===== src/rtl/fetch_pkg.sv =====
// ---------------------------------------------------------------------------
// fetch_pkg
// Shared definitions for the SimpleARM instruction fetch stage:
//   RESET_PC_DEFAULT  default PC loaded on reset (word aligned)
//   COND_AL / OP_BRANCH  encodings recognised by the branch predecoder
//   NOP               canonical MOV r0,r0 encoding
//   fetch_reg_t       fetch/decode pipeline register contents
//   branch_target()   pc + 8 + (sign_extend(imm24) << 2), modulo 2^32
// ---------------------------------------------------------------------------
package fetch_pkg;

    localparam logic [31:0] RESET_PC_DEFAULT = 32'h0000_0000;
    localparam logic [3:0]  COND_AL          = 4'hE;
    localparam logic [2:0]  OP_BRANCH        = 3'b101;
    localparam logic [31:0] NOP              = 32'hE1A0_0000;

    typedef struct packed {
        logic        valid;
        logic [31:0] instr;
        logic [31:0] pc;
        logic        predicted;
    } fetch_reg_t;

    // B/BL offset is a word offset relative to the R15 read value (pc + 8).
    function automatic logic [31:0] branch_target(input logic [31:0] pc,
                                                  input logic [23:0] imm24);
        logic [31:0] offset;
        offset = {{6{imm24[23]}}, imm24, 2'b00};
        return pc + 32'd8 + offset;
    endfunction

endpackage


===== src/rtl/arm_branch_predecode.sv =====
// ---------------------------------------------------------------------------
// arm_branch_predecode
// Combinational detection of unconditional (AL) B/BL in the word just
// returned by instruction memory, plus its branch target.
//   pc      in  32  address the instruction was fetched from
//   instr   in  32  instruction word
//   hit     out 1   instr is an AL-conditioned B or BL
//   target  out 32  branch destination (valid only when hit)
// Conditional branches never hit; execute resolves them.
// ---------------------------------------------------------------------------
module arm_branch_predecode
    import fetch_pkg::*;
(
    input  logic [31:0] pc,
    input  logic [31:0] instr,
    output logic        hit,
    output logic [31:0] target
);

    // B and BL redirect identically; the link bit only matters to execute.
    logic unused_link_bit;
    assign unused_link_bit = instr[24];

    assign hit    = (instr[31:28] == COND_AL) && (instr[27:25] == OP_BRANCH);
    assign target = branch_target(pc, instr[23:0]);

endmodule


===== src/rtl/arm_fetch_stage.sv =====
// ---------------------------------------------------------------------------
// arm_fetch_stage
// Instruction fetch stage for the SimpleARM core. Owns the PC, drives the
// instruction memory address and captures the returned word into the
// fetch/decode register with its PC, PC+4 (link) and PC+8 (R15 read).
//
// Ports:
//   clk          in  1   rising-edge clock
//   reset        in  1   synchronous active-high reset
//   imem_addr    out 32  current PC (straight from the register)
//   imem_rd      in  32  instruction word for imem_addr, same cycle
//   stall        in  1   hold PC and fetch register
//   redirect     in  1   branch taken in execute: flush and load redirect_pc
//   redirect_pc  in  32  branch target, low two bits forced to 00
//   if_valid     out 1   fetch register holds a live instruction
//   if_instr     out 32  captured instruction
//   if_pc        out 32  address of if_instr
//   if_pc_plus4  out 32  if_pc + 4
//   if_pc_plus8  out 32  if_pc + 8
//   if_predicted out 1   if_instr already redirected by fetch predecode
//
// Build option: define FETCH_PREDECODE_EN to redirect AL B/BL from fetch
// with zero bubbles. Without it the next PC is always pc+4 and
// if_predicted is tied 0.
// ---------------------------------------------------------------------------
module arm_fetch_stage
    import fetch_pkg::*;
#(
    parameter logic [31:0] RESET_PC = RESET_PC_DEFAULT
) (
    input  logic        clk,
    input  logic        reset,
    output logic [31:0] imem_addr,
    input  logic [31:0] imem_rd,
    input  logic        stall,
    input  logic        redirect,
    input  logic [31:0] redirect_pc,
    output logic        if_valid,
    output logic [31:0] if_instr,
    output logic [31:0] if_pc,
    output logic [31:0] if_pc_plus4,
    output logic [31:0] if_pc_plus8,
    output logic        if_predicted
);

    logic [31:0] pc_reg;
    logic [31:0] pc_next;
    fetch_reg_t  fetch_reg;
    fetch_reg_t  fetch_next;

    // Next PC when neither redirect nor stall applies.
    logic        seq_hit;
    logic [31:0] seq_pc;

`ifdef FETCH_PREDECODE_EN
    logic [31:0] predecode_target;

    arm_branch_predecode u_predecode (
        .pc     (pc_reg),
        .instr  (imem_rd),
        .hit    (seq_hit),
        .target (predecode_target)
    );

    assign seq_pc = seq_hit ? predecode_target : pc_reg + 32'd4;
`else
    assign seq_hit = 1'b0;
    assign seq_pc  = pc_reg + 32'd4;
`endif

    always_comb begin
        pc_next    = seq_pc;
        fetch_next = fetch_reg;
        if (redirect) begin
            // Flush whatever is being fetched; redirect outranks stall.
            pc_next          = redirect_pc & ~32'h3;
            fetch_next.valid = 1'b0;
        end else if (stall) begin
            pc_next = pc_reg;
        end else begin
            fetch_next.valid     = 1'b1;
            fetch_next.instr     = imem_rd;
            fetch_next.pc        = pc_reg;
            fetch_next.predicted = seq_hit;
        end
    end

    always_ff @(posedge clk) begin
        if (reset) begin
            pc_reg    <= RESET_PC;
            fetch_reg <= '0;
        end else begin
            pc_reg    <= pc_next;
            fetch_reg <= fetch_next;
        end
    end

    assign imem_addr    = pc_reg;
    assign if_valid     = fetch_reg.valid;
    assign if_instr     = fetch_reg.instr;
    assign if_pc        = fetch_reg.pc;
    assign if_predicted = fetch_reg.predicted;
    assign if_pc_plus4  = fetch_reg.pc + 32'd4;
    assign if_pc_plus8  = fetch_reg.pc + 32'd8;

endmodule


===== config.mk =====
export PLATFORM = sky130hd
export DESIGN_NAME = arm_fetch_stage
export DESIGN_NICKNAME = d
export VERILOG_FILES = /design/src/rtl/fetch_pkg.sv /design/src/rtl/arm_branch_predecode.sv /design/src/rtl/arm_fetch_stage.sv
export SDC_FILE = /design/constraint.sdc
export NUM_CORES = 1
export LEC_CHECK = 0
export ABC_AREA = 1
export BUFFER_PORTS_ARGS = -buffer_cell sky130_fd_sc_hd__buf_4
export CORE_UTILIZATION = 49
export DETAILED_ROUTE_END_ITERATION = 6
export PLACE_DENSITY = 0.77
export SKIP_CTS_REPAIR_TIMING = 1
export SYNTH_ARGS = -nofsm -noshare
export SYNTH_HDL_FRONTEND = slang
export SYNTH_SLANG_ARGS = --single-unit

===== constraint.sdc =====
create_clock -name clk -period 1.85 [get_ports clk]
set_input_delay 0.37 -clock clk [delete_from_list [all_inputs] [get_ports clk]]
set_output_delay 0.37 -clock clk [all_outputs]
set_load 0.05 [all_outputs]

Word-level counts from Yosys, hierarchy flattened
Cells that the tools add are included.
Cells by class
  $add $sub $neg: 3
  multiply operators: 0
  div/mod/pow operators: 0
  magnitude comparators: 0
  equal/unequal tests: 1
  shift-type cells: 0
  multiplexer cells: 2
  bitwise operators: 2
  reduce and logical (&&, ||, !) cells: 2
Operators with widths (number)
  $add A32 B3 Y32 const B: 2
  $mux W32: 2
  $add A32 B4 Y32 const B: 1
  $ne A2 B1 Y1 const B: 1
  $not A1 Y1: 2
  $reduce_and A2 Y1: 1
  $reduce_or A2 Y1: 1
Word-level totals
  bits in registers: 97
  bits in latches: 0
  RAM bits: 0
  ROM bits: 0
  bits of input ports: 68
  output and inout port bits: 162
  word-level logic and storage cells: 15
  memories: 0

Longest topological paths before layout
Gate-level depths: netlist of run 1.
  depth in word-level cells: 3
  gate-level depth with buffers: 10
  depth with buffers taken out: 10

Worst setup path before layout of run 1
No wires, ideal clock.
  path type: register to output
  start: register fetch_reg (netlist bit if_pc[4])
  end: output if_pc_plus4[9]
  data arrival time: 2.859 ns
  data required time: 1.480 ns
  slack: -1.379 ns
  cell stages (with the launch flop): 7
  buffers on the path: 0
  path through: dfxtp_1 > ha_1 > nand3_2 > nor2_1 > xor2_1 > nand2_1 > o21ai_0
Between the ends
  cells in the longest elaborated chain, start to end: 1
Ends and longest elaborated chain
  start, declared: RTL line arm_fetch_stage.sv:48  | fetch_reg_t fetch_reg;
  start signal, assigned: RTL line arm_fetch_stage.sv:94  | fetch_reg <= fetch_next;
  $add A32 B3 Y32: RTL line arm_fetch_stage.sv:103  | assign if_pc_plus4 = fetch_reg.pc + 32'd4;
  end, declared: RTL line arm_fetch_stage.sv:41  | output logic [31:0] if_pc_plus4,
No other way between the ends.

Final worst setup path of run 1
  start: register fetch_reg (netlist bit if_pc[13])
  end: output if_pc_plus4[23]
Same word-level chain as after synthesis.

==> flow_metrics.py, run 1 <==
metrics = {
    "global_route": {
        "groute.usage.overall_pct": 33.71,
        "grt_first_pass_wirelength_mm": 30.73,
        "grt_max_degree": 64,
        "grt_pass1_vias": 6384,
        "antenna_found_initial": 0,
        "grt.overflow.total": 0,
    },
    "hold_path": {
        "timing.hold.worst.start": "imem_rd[19]",
        "hold_class": "in -> reg",
        "hold_end": "if_instr[19]",
        "hold_path_depth": 3,
    },
    "critical_path": {
        "crit_required_ns": 1.48,
        "cp.arrival_ns": 2.09,
        "reg2reg_depth": 8,
        "rr_endpoint": "imem_addr[18]",
        "rrSetupSlack_ns": -0.05,
        "start_kind": "flip-flop",
        "r2r_start": "imem_addr[3]",
        "cp-end-kind": "output pin",
        "crit_type": "reg -> out",
        "worstPathMaxFanout": 4,
    },
    "floorplan": {
        "die_h_um": 108.8,
        "rows": 38,
        "die_w_um": 108.8,
        "ioPinCount": 230,
        "start_util_pct": 50.85,
        "die_area_um2": 11830,
        "core_um2": 10980,
    },
    "timing": {
        "final.setup.worst_slack_ns": -0.6129,
        "finClkSkew_ns": 0.007365,
        "tightest_slew_ns": 0.5912,
        "slew_violations": 0,
        "setup_viol": 55,
        "fmax_mhz": 406.0,
        "relSlewSlack_pct": 60.54,
        "fin_crit_ns": 2.463,
        "period_share_pct": 133.1,
        "hold_viol_final": 0,
        "rsz0062_at_grt": "true",
    },
    "layout": {
        "n_fill_cell": 417,
        "final_common_cell": "buf_4",
        "syn_to_final_growth_pct": 80.91,
        "n_antenna_cell": 0,
        "final_util_pct": 92.00,
        "drive_gt1_share_pct": 47.98,
        "final_net_count": 1231,
        "final_cell_mix": "buf_4, nor2_1, nand2_1",
    },
    "routing": {
        "vias": 7754,
        "drtIter0Drc": 987,
        "antenna_left": 0,
        "viasPerCell": 5.942,
        "wl_per_cell_um": 20.87,
        "drc": 0,
        "firstDrtPassIters": 6,
        "wl_mm": 27.24,
    },
    "clocking": {
        "htreeDepth": 3,
        "cts_sinks": 93,
        "cts_tree": "built",
        "clk_latency_ns": 0.35,
        "cts_max_path_buffers": 2,
        "root_buffer": "clkbuf_16",
        "numCtsBuffers": 9,
        "cts.clk_slew.worst_paths_ns": 0.07,
    },
    "placed_design": {
        "portBuffers": 218,
        "globalplace.congestion": 0.9656,
        "dp_hpwl_mm": 15.29,
    },
    "power_and_ir_drop": {
        "power.leakage_nw": 4.924,
        "p_per_area_nw_per_um2": 599.3,
        "p_total_mw": 6.055,
        "ir_worst_vdd_uv": 694.5,
    },
    "flow_run": {
        "drv_cap": 0,
    },
    "yosys": {
        "synth-seq-area-share_pct": 33.33,
        "postSynthCellCount": 843,
        "synth_area_um2": 5585,
        "ys_types": 36,
        "ys_ff_latch": 93,
        "yosys_warnings": 0,
        "synth_area_per_cell_um2": 6.626,
    },
    "run_status": {
        "failed_checks": "setup timing",
        "status": "finished, violations left",
    },
}
## power by group
part	total, mW	internal (mW)	switching [mW]
Clock	1.67	0.902	0.771
Combinational	2.11	0.692	1.42
Sequential	2.28	2.12	0.158
Total	6.06	3.71	2.34
## sequential cells by signal, summed over array words and instances, names as in the netlist
signal     cells
if_instr      32
if_pc         30
imem_addr     30
if_valid       1
## worst max-delay path: stages, from the launching register on
cell	delay, ns
dfxtp_4	0.42
nand2_4	0.09
nor2_4	0.17
buf_4	0.15
nand2_4	0.08
nor2_2	0.22
nand3_2	0.17
xor2_4	0.22
buf_4	0.23
## layer usage
metal  global-route usage [%]  vias to the layer above  wire, um
met5                        0                        -         0
met4                    17.28                        0      1762
met3                    6.157                      170      3346
met2                    56.33                      755     12880
met1                    41.43                     3545      9249
li1                         -                     3284         -
## how the worst max path moves through the flow
| stage | from | to | slack (ns) | cells past startpoint |
|---|---|---|---|---|
| 6_report | if_pc[13] | if_pc_plus4[23] | -0.61 | 8 |
| 5_1_grt | if_pc[8] | if_pc_plus4[23] | -0.64 | 8 |
| 3_3_place_gp | if_pc[3] | if_pc_plus4[16] | -0.09 | 9 |
| 2_1_floorplan | if_pc[4] | if_pc_plus4[17] | -0.33 | 9 |
| 4_1_cts | if_pc[3] | if_pc_plus4[20] | -0.52 | 9 |
| 3_5_place_dp | if_pc[3] | if_pc_plus4[20] | -0.14 | 9 |
## cells by family (layout without fill, tap and decap cells)
logic type	after synthesis	after routing	share of synthesized area, %
other cells	1	9	0.06714
compound gates	107	107	10.89
simple gates	446	446	36.38
fa+ha+maj	3	3	0.6721
flops	93	93	33.33
xor+xnor	51	51	7.997
buf+inv	142	456	10.66
## final cells by class
cell class / count / area [um2] / area share, %
Multi-Input combinational cell: 616 / 4457 / 44.11
Timing Repair Buffer: 337 / 2840 / 28.11
Sequential cell: 93 / 1961 / 19.40
Inverter: 103 / 411.6 / 4.074
Clock buffer: 11 / 232.7 / 2.303
Tap cell: 140 / 175.2 / 1.734
Clock inverter: 5 / 27.53 / 0.2724
## through the flow
stage          area (um2)  instances  worst slack [ns]  setup TNS (ns)  hold WS (ns)
2_1_floorplan        6684        851           -0.3299          -6.481        0.4387
3_3_place_gp         9035       1266          -0.08962         -0.9328        0.4954
3_5_place_dp         9035       1266           -0.1444          -1.910        0.5035
4_1_cts              9295       1282           -0.5169          -19.17        0.2410
5_1_grt             10100       1305           -0.6405          -24.21        0.2580
6_report            10100       1305           -0.6129          -21.45        0.2444
## synthesized netlist by cell type, drive strengths merged
master | n | area share [%]
nor2b | 1 | 0.11
xnor2 | 5 | 0.78
nor2 | 169 | 13
nand2 | 172 | 12
o31ai | 1 | 0.13
clkbuf | 14 | 0.94
a21boi | 1 | 0.13
o21ai | 66 | 5.9
a21oi | 14 | 1.3
inv | 103 | 7.0
o21bai | 1 | 0.13
a22o | 5 | 0.78
ha | 3 | 0.67
xor2 | 46 | 7.2
a211oi | 13 | 1.7
conb | 1 | 0.067
buf | 25 | 2.8
o211ai | 3 | 0.40
nand3b | 3 | 0.40
a31oi | 2 | 0.22
nand4 | 14 | 1.6
nand3 | 68 | 6.5
dfxtp | 93 | 33
a221oi | 1 | 0.16
nor3 | 19 | 2.2
Power figures use the tool's default switching activity.
==> run 2, diff against run 1 <==
--- a/config.mk
+++ b/config.mk
@@ -5,11 +5,11 @@
 export SDC_FILE = /design/constraint.sdc
 export NUM_CORES = 1
 export LEC_CHECK = 0
-export ABC_AREA = 1
 export BUFFER_PORTS_ARGS = -buffer_cell sky130_fd_sc_hd__buf_4
-export CORE_UTILIZATION = 49
+export CORE_UTILIZATION = 47
 export DETAILED_ROUTE_END_ITERATION = 6
-export PLACE_DENSITY = 0.77
+export MAX_ROUTING_LAYER = met4
+export PLACE_DENSITY = 0.76
 export SKIP_CTS_REPAIR_TIMING = 1
 export SYNTH_ARGS = -nofsm -noshare
 export SYNTH_HDL_FRONTEND = slang
==> run 2 against run 1 <==
Compared with the run above: the flow still finishes with violations (setup timing); via count shrank 5.8%; die area shrank 6.3%; core utilization grew 2.2 points; final cell count shrank 12%; setup slack lost 0.37 ns; power shrank 17%; sequential cell count is the same; design area shrank 3.8%; synthesized cell count shrank 21%; clock skew grew 0.0036 ns; synthesized area shrank 10%; critical endpoint is now if_pc_plus4[31]; largest power group unchanged.
==> flow_metrics.py, run 2 <==
metrics = {
    "run_status": {
        "status": "finished, violations left",
        "failed_checks": "setup timing",
    },
    "floorplan": {
        "rows": 37,
        "start_util_pct": 48.55,
        "die_h_um": 105.3,
        "ioPinCount": 230,
        "die_w_um": 105.3,
        "die_area_um2": 11080,
        "core_um2": 10320,
    },
    "timing": {
        "relSlewSlack_pct": 60.64,
        "tightest_slew_ns": 0.5861,
        "period_share_pct": 153.2,
        "final.setup.worst_slack_ns": -0.9840,
        "fmax_mhz": 352.9,
        "slew_violations": 0,
        "hold_viol_final": 0,
        "whs_ns": 0.2370,
        "tns_ns": -32.38,
        "fin_crit_ns": 2.834,
        "rsz0062_at_grt": "true",
        "setup_viol": 68,
        "finClkSkew_ns": 0.01096,
    },
    "critical_path": {
        "cp.arrival_ns": 2.46,
        "worstPathMaxFanout": 5,
        "cp_cell_sequence": "ha_4, nand3_4, nor4_4, buf_4, nand4_1, xnor2_4, buf_6",
        "slowest_delay_ns": 0.46,
        "cp-end-kind": "output pin",
        "start_kind": "flip-flop",
        "path_buf_inv": 2,
        "critPathSlowestCell": "nor4_4",
        "crit_required_ns": 1.48,
        "path_delay_family": "simple AND/OR/NAND/NOR gates",
        "crit_type": "reg -> out",
    },
    "power_and_ir_drop": {
        "p_total_mw": 5.015,
        "p_sw_mw": 1.849,
        "ir_worst_vdd_uv": 612.4,
        "p_int_mw": 3.166,
        "power.leakage_nw": 4.392,
        "p_sw_share_pct": 36.87,
        "p_clk_share_pct": 25.5,
        "p_per_area_nw_per_um2": 515.9,
        "power_frac_comb_pct": 31.0,
        "seqPwrFrac_pct": 43.5,
    },
    "global_route": {
        "grt_pass1_vias": 5950,
        "grt_max_degree": 34,
        "grt_first_pass_wirelength_mm": 28.19,
        "antenna_found_initial": 2,
        "grt.overflow.total": 0,
        "groute.usage.overall_pct": 32.40,
    },
    "flow_run": {
        "drv_cap": 0,
    },
    "layout": {
        "final_cell_mix": "buf_4, nand2_1, buf_6",
        "syn_to_final_growth_pct": 93.96,
        "largest_reg_flops": 32,
        "final_net_count": 1070,
        "n_fill_cell": 304,
        "final_common_cell": "buf_4",
        "drive_gt1_share_pct": 57.07,
        "fin_cells": 1142,
    },
    "yosys": {
        "synth_area_um2": 5012,
        "yosys.area_share.simple_pct": 29.18,
        "postSynthCellCount": 670,
        "yosysMostFrequentCell": "nand2_1",
        "yosys.area.top_type": "dfxtp_1",
        "synthDominantCellAreaShare_pct": 37.14,
        "ys_ff_latch": 93,
        "synth-edff-count": 0,
        "synth_area_per_cell_um2": 7.481,
        "synth-seq-area-share_pct": 37.14,
        "synth_fa_ha_area_share_pct": 0.7489,
        "synthTopCellsByArea": "dfxtp_1, nand2_1, xnor2_1, a21oi_1, clkbuf_1",
        "synthMuxAreaShare_pct": 0.1997,
        "synthArstFlopShare_pct": 0,
        "synth-compound-area-share_pct": 14.75,
        "ys_types": 47,
        "synth_xor_area_share_pct": 10.83,
        "synth_ff_type": "dfxtp_1",
        "ys_top_cells_by_count": "nand2_1, dfxtp_1, a21oi_1, clkbuf_1, xnor2_1",
        "synth_top_family_by_area": "simple AND/OR/NAND/NOR gates",
        "yosys_warnings": 0,
    },
    "placed_design": {
        "portBuffers": 218,
        "pre_cts_ws_ns": -0.2814,
        "dp_hpwl_mm": 13.79,
        "globalplace.congestion": 1.028,
        "placed_cells": 1088,
    },
    "clocking": {
        "cts_max_path_buffers": 2,
        "root_buffer": "clkbuf_8",
        "clk_latency_ns": 0.38,
        "cts.clk_slew.worst_paths_ns": 0.09,
        "htreeDepth": 3,
        "cts_sinks": 93,
        "cts_tree": "built",
        "numCtsBuffers": 9,
    },
    "routing": {
        "drtIter0Drc": 987,
        "drc": 0,
        "wl_mm": 27.40,
        "firstDrtPassIters": 5,
        "viasPerCell": 6.399,
        "vias": 7308,
        "wl_per_cell_um": 23.99,
        "antenna_left": 0,
    },
    "hold_path": {
        "hold_class": "in -> reg",
    },
}
## run 2: worst paths after layout
kind | start | endpoint | slack (ns) | cells after the start
hold reg to reg | if_instr[5] | if_instr[5] | 0.46 | 2
hold / removal | imem_rd[4] | if_instr[4] | 0.24 | 3
setup / recovery | if_pc[3] | if_pc_plus4[31] | -0.98 | 7
setup reg to reg | imem_addr[3] | imem_addr[20] | -0.33 | 5
## run 2: layout make-up
| type | count | area, um2 | area share [%] |
|---|---|---|---|
| timing repair buffer | 377 | 3128 | 32.18 |
| clock inverter | 4 | 22.52 | 0.2317 |
| inverter | 13 | 48.80 | 0.5019 |
| sequential | 93 | 2033 | 20.91 |
| tap | 136 | 170.2 | 1.750 |
| multi-input combinational | 505 | 4159 | 42.78 |
| clock buffer | 12 | 155.1 | 1.596 |
| antenna | 2 | 5.005 | 0.05148 |
## run 2: metal layers
metal	vias up	GRT usage, %	wire (um)
met2	768	55.78	12630
met4	0	10.66	2339
met5	-	-	0
met3	260	5.071	3311
li1	2965	-	-
met1	3315	38.67	9114
## run 2: logic make-up after synthesis
| kind of cell | Yosys count |
|---|---|
| other | 1 |
| buffers and inverters | 81 |
| and+or+nand+nor | 307 |
| adders and majority gates | 3 |
| xor gates and xnor gates | 62 |
| muxes | 1 |
| DFF | 93 |
| AOI/OAI and AO/OA | 122 |
## run 2: power groups by stage
| stage | Clock [mW] | Combinational (mW) | Sequential, mW |
|---|---|---|---|
| detailed placement | 0 | 1.39 | 2.21 |
| floorplan | 0 | 0.550 | 2.57 |
| global placement | 0 | 1.37 | 2.20 |
| global route | 1.34 | 1.59 | 2.19 |
| CTS | 1.27 | 1.40 | 2.16 |
| finish | 1.28 | 1.55 | 2.18 |
## run 2: tightest hold or removal path, cell delays in order
cell and delay [ns]:
buf_4 0.11, nand2_1 0.05, a21oi_1 0.05
## run 2: per-stage QoR
step                utilization [%]  instance area [um2]
CTS                           84.67                 8741
floorplan                         -                 6212
global route                  94.17                 9722
global placement              82.95                 8563
detailed placement            82.95                 8563
finish                        94.17                 9722
==> run 3, diff against run 2 <==
--- a/config.mk
+++ b/config.mk
@@ -6,10 +6,12 @@
 export NUM_CORES = 1
 export LEC_CHECK = 0
 export BUFFER_PORTS_ARGS = -buffer_cell sky130_fd_sc_hd__buf_4
+export CORE_MARGIN = 2
 export CORE_UTILIZATION = 47
 export DETAILED_ROUTE_END_ITERATION = 6
 export MAX_ROUTING_LAYER = met4
 export PLACE_DENSITY = 0.76
+export REMOVE_ABC_BUFFERS = 1
 export SKIP_CTS_REPAIR_TIMING = 1
 export SYNTH_ARGS = -nofsm -noshare
 export SYNTH_HDL_FRONTEND = slang
==> run 3 against run 2 <==
Compared with the run above: the flow finishes with violations (DRC, setup timing); hold slack worse by 0.0074 ns; first-iteration DRC count down 52%; routed wire length down 24%; sequential power about the same; clock skew down 0.0035 ns; largest cell class unchanged; largest power group unchanged.
==> flow_metrics.py, run 3 (same netlist as run 2, synthesis figures left out) <==
metrics = {
    "floorplan": {
        "die_w_um": 107.3,
        "die_area_um2": 11510,
        "die_h_um": 107.3,
        "core_um2": 10320,
        "start_util_pct": 48.55,
        "rows": 37,
        "ioPinCount": 230,
    },
    "hold_path": {
        "hold_end": "imem_addr[4]",
        "timing.hold.worst.start": "redirect_pc[4]",
        "hold_path_depth": 2,
        "hold_class": "in -> reg",
    },
    "timing": {
        "whs_ns": 0.2296,
        "tightest_slew_ns": 0.5213,
        "slew_violations": 0,
        "fin_crit_ns": 2.569,
        "hold_viol_final": 0,
        "fmax_mhz": 389.3,
        "relSlewSlack_pct": 65.25,
        "setup_viol": 61,
        "tns_ns": -24.57,
        "period_share_pct": 138.9,
        "rsz0062_at_grt": "true",
        "finClkSkew_ns": 0.007473,
        "final.setup.worst_slack_ns": -0.7188,
    },
    "clocking": {
        "clk_latency_ns": 0.36,
        "cts_tree": "built",
        "cts.clk_slew.worst_paths_ns": 0.10,
        "cts_max_path_buffers": 2,
        "root_buffer": "clkbuf_8",
        "cts_sinks": 93,
        "numCtsBuffers": 9,
        "htreeDepth": 3,
    },
    "routing": {
        "wl_per_cell_um": 18.55,
        "drtIter0Drc": 478,
        "viasPerCell": 5.772,
        "drc": 1,
        "antenna_left": 0,
        "vias": 6453,
        "firstDrtPassIters": 7,
        "wl_mm": 20.74,
    },
    "power_and_ir_drop": {
        "p_per_area_nw_per_um2": 584.9,
        "power.leakage_nw": 3.835,
        "ir_worst_vdd_uv": 535.7,
        "p_total_mw": 5.008,
    },
    "run_status": {
        "failed_checks": "DRC, setup timing",
        "status": "finished, violations left",
    },
    "layout": {
        "fin_cells": 1118,
        "drive_gt1_share_pct": 48.17,
        "n_antenna_cell": 0,
        "final_net_count": 1049,
        "final_common_cell": "buf_4",
        "final_cell_mix": "buf_4, nand2_1, a21oi_1, dfxtp_1, buf_6",
        "largest_reg_flops": 32,
        "syn_to_final_growth_pct": 70.82,
    },
    "critical_path": {
        "r2r_start": "imem_addr[3]",
        "start_kind": "flip-flop",
        "rr_endpoint": "imem_addr[22]",
        "cp.arrival_ns": 2.20,
        "crit_required_ns": 1.48,
        "reg2reg_depth": 5,
        "cp-end-kind": "output pin",
        "crit_start": "if_pc[8]",
        "rrSetupSlack_ns": -0.19,
        "crit_type": "reg -> out",
        "worstPathMaxFanout": 6,
    },
    "global_route": {
        "grt_first_pass_wirelength_mm": 25.47,
        "grt_max_degree": 48,
        "groute.usage.overall_pct": 28.15,
        "antenna_found_initial": 0,
        "grt_pass1_vias": 5231,
        "grt.overflow.total": 0,
    },
    "placed_design": {
        "placed_cells": 1077,
        "portBuffers": 218,
        "dp_hpwl_mm": 12.80,
        "globalplace.congestion": 0.8866,
    },
    "flow_run": {
        "drv_cap": 0,
    },
}
run 3: cell count changes in the layout (fill, tap and decap cells not counted), sizes merged:
cell      delta
diode        -2
clkbuf       -3
clkinvlp     +2
inv          +2
bufinv       +1
clkinv       -3
buf         -21
run 3: area by class of cell:
cell class | count | area [um2]
Multi-Input combinational cell | 505 | 3387
Timing Repair Buffer | 356 | 2860
Sequential cell | 93 | 1899
Fill cell | 593 | 1762
Tap cell | 136 | 170.2
Clock buffer | 9 | 123.9
Clock inverter | 6 | 72.57
Inverter | 13 | 48.80
run 3: where the power goes:
| group | switching, mW | internal, mW |
|---|---|---|
| logic | 0.945 | 0.488 |
| clock network | 0.760 | 0.631 |
| registers | 0.0804 | 2.10 |
| total | 1.79 | 3.22 |
run 3: worst max path at each step:
| stage | to | slack (ns) | cells past startpoint |
|---|---|---|---|
| 6_report | if_pc_plus4[17] | -0.72 | 7 |
| 5_1_grt | if_pc_plus8[17] | -0.96 | 7 |
| 4_1_cts | if_pc_plus4[19] | -0.74 | 6 |
| 3_5_place_dp | if_pc_plus4[19] | -0.32 | 6 |
| 3_3_place_gp | if_pc_plus4[19] | -0.28 | 6 |
| 2_1_floorplan | if_pc_plus4[31] | -1.87 | 5 |
run 3: critical path, cell delays in order (launching register included):
cell     delay (ns)
dfxtp_1        0.41
nand2_2        0.14
nor4_4         0.29
buf_4          0.16
buf_8          0.13
nand4_1        0.17
xnor2_1        0.29
buf_4          0.25
run 3: layer usage:
metal	global-route usage, %	wire (um)
met3	3.087	1462
met1	37.60	8094
met2	46.07	10320
met5	-	0
met4	6.679	862
run 3: metrics by stage:
| step | util [%] | area (um2) | setup slack (ns) |
|---|---|---|---|
| finish | 82.94 | 8562 | -0.7188 |
| global route | 82.94 | 8562 | -0.9624 |
| CTS | 73.76 | 7615 | -0.7367 |
| detailed placement | 71.86 | 7418 | -0.3218 |
| global placement | 71.86 | 7418 | -0.2774 |
| floorplan | - | 4737 | -1.867 |
